$ cat src/rtl/fp_pkg.sv
// Shared constants for fixed-point to IEEE-754 single-precision conversion.
//   FP32_BIAS / FP32_EXP_W / FP32_MAN_W : binary32 field layout
//   DEFAULT_FIXED_W / DEFAULT_FRAC_W    : default Q2.20 input format
package fp_pkg;

   localparam int FP32_BIAS       = 127;
   localparam int FP32_EXP_W      = 8;
   localparam int FP32_MAN_W      = 23;

   localparam int DEFAULT_FIXED_W = 22;
   localparam int DEFAULT_FRAC_W  = 20;

endpackage

$ cat src/rtl/fixed_to_float_if.sv
// Handshake bundle for fixed_to_float.
//   in_valid / in_ready / in_data    : fixed-point operand stream (upstream side)
//   out_valid / out_ready / out_data : binary32 result stream (downstream side)
// modport slave  : the converter
// modport master : the environment feeding and draining the converter
interface fixed_to_float_if #(
   parameter int FIXED_W = fp_pkg::DEFAULT_FIXED_W
) ();

   logic                      in_valid;
   logic                      in_ready;
   logic signed [FIXED_W-1:0] in_data;
   logic                      out_valid;
   logic                      out_ready;
   logic [31:0]               out_data;

   modport slave (
      input  in_valid,
      input  in_data,
      input  out_ready,
      output in_ready,
      output out_valid,
      output out_data
   );

   modport master (
      output in_valid,
      output in_data,
      output out_ready,
      input  in_ready,
      input  out_valid,
      input  out_data
   );

endinterface

$ cat src/rtl/fixed_lzc.sv
// Leading-one detector.
//   value : unsigned operand
//   pos   : bit index of the most significant '1' in value (0 when value is 0)
//   zero  : value is all zeros
module fixed_lzc #(
   parameter int WIDTH = 22,
   parameter int POS_W = $clog2(WIDTH)
) (
   input  logic [WIDTH-1:0] value,
   output logic [POS_W-1:0] pos,
   output logic             zero
);

   // Ascending scan: the last hit is the highest set bit.
   always_comb begin
      pos  = '0;
      zero = 1'b1;
      for (int i = 0; i < WIDTH; i++) begin
         if (value[i]) begin
            pos  = POS_W'(i);
            zero = 1'b0;
         end
      end
   end

endmodule

$ cat src/rtl/fixed_to_float.sv
// Signed fixed-point (FIXED_W bits, FRAC_W fractional) to IEEE-754 binary32.
// Three-stage pipeline, exact conversion (no rounding needed for FIXED_W-1 <= 24).
//   clk   : rising-edge clock
//   reset : asynchronous, active-high; clears valids and out_data
//   bus   : fixed_to_float_if.slave
//           in_valid/in_ready/in_data    -> operand handshake
//           out_valid/out_ready/out_data -> result handshake
// The whole pipeline advances on enable = !out_valid || out_ready; in_ready = enable.
module fixed_to_float
   import fp_pkg::*;
#(
   parameter int FIXED_W = DEFAULT_FIXED_W,
   parameter int FRAC_W  = DEFAULT_FRAC_W
) (
   input  logic           clk,
   input  logic           reset,
   fixed_to_float_if.slave bus
);

   localparam int POS_W  = $clog2(FIXED_W);
   localparam int FRAC_N = FIXED_W - 1;   // bits that can sit below the leading one

   generate
      if (FIXED_W - 1 > 24 || FIXED_W < 2) begin : g_param_check
         $error("fixed_to_float: FIXED_W-1 must be <= 24 and FIXED_W >= 2 for exact conversion");
      end
   endgenerate

   function automatic logic [31:0] pack_fp32(
      input logic                  sign,
      input logic [FP32_EXP_W-1:0] exp,
      input logic [FP32_MAN_W-1:0] man,
      input logic                  zero
   );
      // A zero magnitude always packs to +0.0, never -0.0.
      if (zero) return 32'h0000_0000;
      return {sign, exp, man};
   endfunction

   logic enable;

   assign enable       = !bus.out_valid || bus.out_ready;
   assign bus.in_ready = enable;

   // ---- Stage 1: sign / absolute value ----
   logic signed [FIXED_W-1:0] din;
   logic        [FIXED_W-1:0] mag_s1;
   logic                      vld_p0;
   logic                      sign_p0;
   logic        [FIXED_W-1:0] mag_p0;

   assign din = bus.in_data;
   // Unsigned FIXED_W-bit result holds the most negative input's magnitude exactly.
   assign mag_s1 = din[FIXED_W-1] ? FIXED_W'(-din) : FIXED_W'(din);

   // ---- Stage 2: leading-one detect + normalising shift ----
   logic [POS_W-1:0]  pos_s2;
   logic              zero_s2;
   logic [POS_W-1:0]  shamt_s2;
   logic [FRAC_N-1:0] frac_s2;
   logic              vld_p1;
   logic              sign_p1;
   logic [POS_W-1:0]  pos_p1;
   logic              zero_p1;
   logic [FRAC_N-1:0] frac_p1;

   fixed_lzc #(
      .WIDTH (FIXED_W),
      .POS_W (POS_W)
   ) u_lzc (
      .value (mag_p0),
      .pos   (pos_s2),
      .zero  (zero_s2)
   );

   assign shamt_s2 = POS_W'(FIXED_W - 1) - pos_s2;
   // Shifting the leading one to the MSB and dropping it leaves the bits below it left-aligned.
   assign frac_s2 = FRAC_N'(mag_p0 << shamt_s2);

   // ---- Stage 3: exponent / mantissa pack ----
   logic [FP32_EXP_W-1:0] exp_s3;
   logic [23:0]           man_wide_s3;
   logic [FP32_MAN_W-1:0] man_s3;

   assign exp_s3      = FP32_EXP_W'(int'(pos_p1) + FP32_BIAS - FRAC_W);
   // Align into a 24-bit field, then drop its LSB; with FRAC_N = 24 that LSB is always 0.
   assign man_wide_s3 = 24'(frac_p1) << (24 - FRAC_N);
   assign man_s3      = FP32_MAN_W'(man_wide_s3 >> 1);

   // Control path and the architecturally visible result register.
   always_ff @(posedge clk or posedge reset) begin
      if (reset) begin
         vld_p0        <= 1'b0;
         vld_p1        <= 1'b0;
         bus.out_valid <= 1'b0;
         bus.out_data  <= 32'h0000_0000;
      end else if (enable) begin
         vld_p0        <= bus.in_valid;
         vld_p1        <= vld_p0;
         bus.out_valid <= vld_p1;
         if (vld_p1) begin
            bus.out_data <= pack_fp32(sign_p1, exp_s3, man_s3, zero_p1);
         end
      end
   end

   // Datapath stage registers: no reset, they only matter alongside their valid bit.
   always_ff @(posedge clk) begin
      if (enable) begin
         sign_p0 <= din[FIXED_W-1];
         mag_p0  <= mag_s1;
         sign_p1 <= sign_p0;
         pos_p1  <= pos_s2;
         zero_p1 <= zero_s2;
         frac_p1 <= frac_s2;
      end
   end

endmodule
$ cat src/flat_wrapper.sv
// flat-port wrapper written by rule: the top's interface ports become plain ports
module fixed_to_float_flat import fp_pkg::*;
#(
   parameter int FIXED_W = DEFAULT_FIXED_W,
   parameter int FRAC_W  = DEFAULT_FRAC_W
)
  (clk, reset, bus_in_valid, bus_in_data, bus_out_ready, bus_in_ready, bus_out_valid, bus_out_data);
  fixed_to_float_if #(.FIXED_W(FIXED_W)) bus_i ();
  input  logic clk;
  input  logic reset;
  input wire logic [$bits(bus_i.in_valid)-1:0] bus_in_valid;
  input wire logic [$bits(bus_i.in_data)-1:0] bus_in_data;
  input wire logic [$bits(bus_i.out_ready)-1:0] bus_out_ready;
  output wire logic [$bits(bus_i.in_ready)-1:0] bus_in_ready;
  output wire logic [$bits(bus_i.out_valid)-1:0] bus_out_valid;
  output wire logic [$bits(bus_i.out_data)-1:0] bus_out_data;
  assign bus_i.in_valid = bus_in_valid;
  assign bus_i.in_data = bus_in_data;
  assign bus_i.out_ready = bus_out_ready;
  assign bus_in_ready = bus_i.in_ready;
  assign bus_out_valid = bus_i.out_valid;
  assign bus_out_data = bus_i.out_data;
  fixed_to_float #(.FIXED_W(FIXED_W), .FRAC_W(FRAC_W)) u_core (.clk(clk), .reset(reset), .bus(bus_i));
endmodule
$ cat config.mk
export PLATFORM = sky130hd
export DESIGN_NAME = fixed_to_float_flat
export DESIGN_NICKNAME = d
export VERILOG_FILES = /design/src/rtl/fp_pkg.sv /design/src/rtl/fixed_to_float_if.sv /design/src/rtl/fixed_lzc.sv /design/src/rtl/fixed_to_float.sv /design/src/flat_wrapper.sv
export SDC_FILE = /design/constraint.sdc
export NUM_CORES = 1
export LEC_CHECK = 0
export ABC_AREA = 1
export ABC_CLOCK_PERIOD_IN_PS = 3300
export CORE_ASPECT_RATIO = 0.8
export CORE_UTILIZATION = 55
export CTS_CLUSTER_SIZE = 30
export DETAILED_ROUTE_END_ITERATION = 12
export PLACE_DENSITY_LB_ADDON = 0.3
export SYNTH_ARGS = -nofsm -noshare
export SYNTH_HDL_FRONTEND = slang
export SYNTH_SLANG_ARGS = --single-unit
$ cat constraint.sdc
create_clock -name clk -period 3.3 [get_ports clk]
set_input_delay 0.495 -clock clk [delete_from_list [all_inputs] [get_ports clk]]
set_output_delay 0.495 -clock clk [all_outputs]
set_load 0.01 [all_outputs]
==> results <==
- The run finished with clean final reports.
- Across the VDD grid, the largest voltage drop is 0.000358 V.
- The element type at the critical path start is a flop.
- Setup violations remaining at the end of the flow were counted as 0.
- Relative to the synthesized area, the layout overhead comes to 19.1%.
- In this run the core area contains 29 standard-cell rows.
- 60 I/O pins were placed.
- The synthesized netlist cell count is 508.
- The clock sink total is 84.
- After Yosys synthesis, and, or, nand and nor cells account for about 28% of the synthesized area.
- The number of nets at the end of the flow is 594.
- The total grt overflow is 0.
- For this design the ratio of total power to cell area is ~830 nW/µm².
- The average footprint of a synthesized cell is 8.96 µm².
- The detail-routed via count per cell is 5.43.
- The TritonCTS clock tree is built.
- The critical path goes through nor2_1 -> o21ai_0 -> a21oi_1 -> o21ai_1 -> nand2_1 -> nand2_1 -> a31oi_2 -> ha_1 -> xnor2_1 -> nor2_2 -> inv_2 -> a21oi_1 -> nand2_1 -> nand3_1.
- The routed length per placed instance is 14.3 µm.
- The number of global-route vias before repair is 3292.
- By area, the combinational part of the netlist is dominated by simple AND/OR/NAND/NOR gates.
- Summing all flip-flop and latch instances after layout gives 2360 µm².
- The floorplan step set the die height to between 80 and 90 µm.
- The tightest slew margin relative to the limit is 57.0%.
- Along the worst path, the maximum fanout reaches 13.
- The congestion estimate from routability-driven global placement came to 0.871.
- The net switching share of the total power is 38.0%.
- On the worst path, the slowest cell contributes a delay of 500 ps.
- Of the total synthesized cell area, the portion taken by full adders, half adders and majority gates is 0.825%.
- The number of antenna violations at the first check in global routing was 0.
- The overall die area is 8640 µm².
- The maximum root-to-sink buffer count is 2.
- Once detail routing completed, the nets flagged for antenna violations numbered 0.
- Counting stages on the worst path, the most repeated cell is sky130_fd_sc_hd__nand2_1.
- The worst setup path is captured at a flop.
- On the critical path, the stage with the largest delay is an instance of sky130_fd_sc_hd__nor2_2.
- In this run the static leakage power is roughly 0.0024 µW.
- After detailed routing, the number of remaining DRC violations is 0.
- Of the post-synthesis cell area, the part taken by muxes is 0%.
- The clock slew at the register clock pins of the worst setup and hold paths is 90 ps.
- The largest net degree at the start of global routing is 56.
- The first-pass GRT wire length is about 16 mm.
- The count of final max-slew check failures is 0.
- In this run, post-CTS hold repair placed 0 buffers.
- The portion of total power attributed to the clock network is 16.7%.
- The routed wire length is ~9.7 mm.
- Data on the critical path arrives at its endpoint at slightly above 3000 ps.
- The tree is rooted in a sky130_fd_sc_hd__clkbuf_8.
- The final number of hold-violating endpoints is 0.
- The number of filler instances in the final layout is 671.
- The number of different library cells used by synthesis comes to 36.
- The horizontal die dimension is slightly above 100 µm.
- Once the clock tree was built, the setup fixing pass inserted 0 buffers.
- The min-delay analysis places its worst path in the category flop to flop.
- During placement, the flow inserted port buffers numbering 57.
- The combined area of the multi-input logic cells is 1880 µm².
- The region available for standard cell placement spans between 7000 and 8000 µm².
- In the global route stage, overall resource usage came out at 23.9%.
- The slew of the pin with the lowest slew margin is 645 ps.
- In this run the power spent charging and discharging nets is 1710 µW.
- The cell total after placement is 662.
- Based on the critical path, the design can be clocked at up to 348 MHz.
- Of the cells placed in the final design, the portion with a size suffix greater than 1 is 8.95%.
- The number of non-filler instances in the completed layout is 678.
- The synthesized design contains between 80 and 90 register bits.
- Max-cap violations in this run came to 0.
- After legalization and detailed placement, the total HPWL measured between 7 and 8 mm.
- Of the total synthesized cell area, the portion taken by XOR and XNOR cells is under 10%.
- The internal cell power is 2790 µW.
- The part of the power in combinational logic is 43.9%.
- The TritonCTS buffer count is 9.
- The H-tree was split into 3 levels.
- The area fraction in compound gates after synthesis is 8.03%.
- For this run, the share of the core covered by cells in the final layout is 67.9%.
- The first routing iteration left 258 violations.
- The setup total negative slack is 0 ps.
- In the finished design, the share of the clock period the worst path needs comes to 87.1%.
- The antenna cell count is 0.
- The number of synthesis warnings is 0.
- Summing the sequential cell areas from Yosys gives 51.8% of the chip area.
- The summed instance area of the synthesized netlist is about 4500 µm².
- The number of gates resized after cts is 0.
- The final clock skew is around 12 ps.
- At the worst endpoint, the required time is between 3000 and 4000 ps.
- For the worst-skew pair, the clock arrives at the later sink with an insertion delay of between 300 and 400 ps.
- For this run, the detailed router's first-pass iteration total came to 5.
- Setup repair after global routing left no endpoint under its margin.
- The setup path with the least slack is of type flop to flop.
- The initial core utilization is between 50% and 60%.
- The sequential share of power is 39.4%.
- The total number of vias is 3683.
- The time the worst path needs with I/O delays and setup is 2880 ps.
==> final timing paths <==
path                                   from                       to  slack, ps  depth (start not counted)
setup / recovery           u_core.mag_p0[5]       u_core.frac_p1[20]        420                         14
hold / removal               u_core.sign_p0           u_core.sign_p1        430                          0
setup reg to reg           u_core.mag_p0[5]       u_core.frac_p1[20]        420                         14
hold reg to reg              u_core.sign_p0           u_core.sign_p1        430                          0
max in group asynchronous             reset     u_core.bus.out_valid       2480                          3
min in group asynchronous             reset  u_core.bus.out_data[14]        520                          3
==> synthesized netlist by cell type <==
master	number	area [µm²]
sky130_fd_sc_hd__inv_2	6	22.5
sky130_fd_sc_hd__buf_8	1	15.0
sky130_fd_sc_hd__nor4b_1	1	8.76
sky130_fd_sc_hd__edfxtp_1	51	1530
sky130_fd_sc_hd__nand2_8	1	20.0
sky130_fd_sc_hd__a31oi_2	1	12.5
sky130_fd_sc_hd__a21oi_1	4	20.0
sky130_fd_sc_hd__clkinv_1	3	11.3
sky130_fd_sc_hd__a22o_1	23	201
sky130_fd_sc_hd__inv_1	45	169
sky130_fd_sc_hd__nor2_2	1	6.26
sky130_fd_sc_hd__nand3_2	8	80.1
sky130_fd_sc_hd__o21ai_0	14	70.1
sky130_fd_sc_hd__nand3_1	106	531
sky130_fd_sc_hd__nor2_1	45	169
sky130_fd_sc_hd__conb_1	1	3.75
sky130_fd_sc_hd__xnor2_1	11	96.3
sky130_fd_sc_hd__or2_1	1	6.26
sky130_fd_sc_hd__o31ai_1	1	7.51
sky130_fd_sc_hd__nor4_1	2	12.5
sky130_fd_sc_hd__nand2_2	6	37.5
sky130_fd_sc_hd__a211o_1	1	8.76
sky130_fd_sc_hd__o21ai_1	9	45.0
sky130_fd_sc_hd__buf_6	1	11.3
sky130_fd_sc_hd__nand2_4	1	11.3
sky130_fd_sc_hd__xor2_1	10	87.6
sky130_fd_sc_hd__nor3_1	7	35.0
sky130_fd_sc_hd__nor3b_1	2	15.0
sky130_fd_sc_hd__dfrtp_1	33	826
sky130_fd_sc_hd__or2_2	3	18.8
sky130_fd_sc_hd__ha_1	3	37.5
sky130_fd_sc_hd__buf_4	3	22.5
sky130_fd_sc_hd__buf_2	6	30.0
sky130_fd_sc_hd__nand2_1	86	323
sky130_fd_sc_hd__clkbuf_1	9	33.8
sky130_fd_sc_hd__nand4_1	2	12.5
==> critical path: cells and delay by family (launching register included) <==
family / cells / cell delay (ps)
AO/OA/AOI/OAI: 5 / 820
XOR/XNOR: 1 / 160
adder cells (fa/ha/maj): 1 / 250
buffers and inverters: 1 / 190
flip-flops: 1 / 390
AND/OR/NAND/NOR: 6 / 930
==> cells by family after synthesis <==
kind of cell             after synthesis
XOR/XNOR                              21
adder cells (fa/ha/maj)                3
AND/OR/NAND/NOR                      272
other                                  1
flip-flops                            84
AO/OA/AOI/OAI                         53
buffers and inverters                 74
==> layer usage <==
metal  global-route usage [%]  vias up  part of all wire, %
met5                        0        -                    0
met3                     5.02       14                  4.5
met2                     38.2      107                   46
met4                     8.31        0                  2.0
met1                     32.4     1713                   48
li1                         -     1849                    -
==> placed cells by master, fill, tap and decap left out, types with 10 or more instances in the layout <==
cell type / count
sky130_fd_sc_hd__a22o_1: 23
sky130_fd_sc_hd__clkdlybuf4s50_1: 57
sky130_fd_sc_hd__dfrtp_1: 33
sky130_fd_sc_hd__edfxtp_1: 51
sky130_fd_sc_hd__inv_1: 44
sky130_fd_sc_hd__nand2_1: 86
sky130_fd_sc_hd__nand3_1: 106
sky130_fd_sc_hd__nor2_1: 45
sky130_fd_sc_hd__o21ai_0: 14
sky130_fd_sc_hd__xnor2_1: 11
sky130_fd_sc_hd__xor2_1: 10
==> flip-flops by register name, indices dropped and copies added, names as in the netlist, 5 cells and up <==
register             count
u_core.bus.out_data     30
u_core.pos_p1            5
u_core.frac_p1          21
u_core.mag_p0           22
==> power by group through the flow <==
stage	Combinational, µW	Clock, µW	Sequential (µW)
2_1_floorplan	1190	0	1840
3_3_place_gp	1950	0	1780
3_5_place_dp	1960	0	1800
4_1_cts	1970	769	1780
5_1_grt	2180	808	1820
6_report	1980	752	1770
==> area by class of cell <==
class	instances	area share [%]
clock inverter	4	0.624
tap	108	2.49
timing repair buffer	65	11.6
sequential	84	43.5
multi-input combinational	351	34.7
inverter	54	3.74
clock buffer	12	3.28
==> metrics by stage <==
| stage | worst slack (ps) | area (µm²) | hold slack [ps] | power (µW) |
|---|---|---|---|---|
| after floorplan | 868 | 4550 | 400 | 3030 |
| after global placement | 408 | 5210 | 406 | 3730 |
| after detailed placement | 238 | 5210 | 417 | 3760 |
| after CTS | 483 | 5420 | 438 | 4520 |
| after global routing | 171 | 5420 | 444 | 4810 |
| final | 424 | 5420 | 432 | 4500 |
Power figures use the tool's default switching activity.
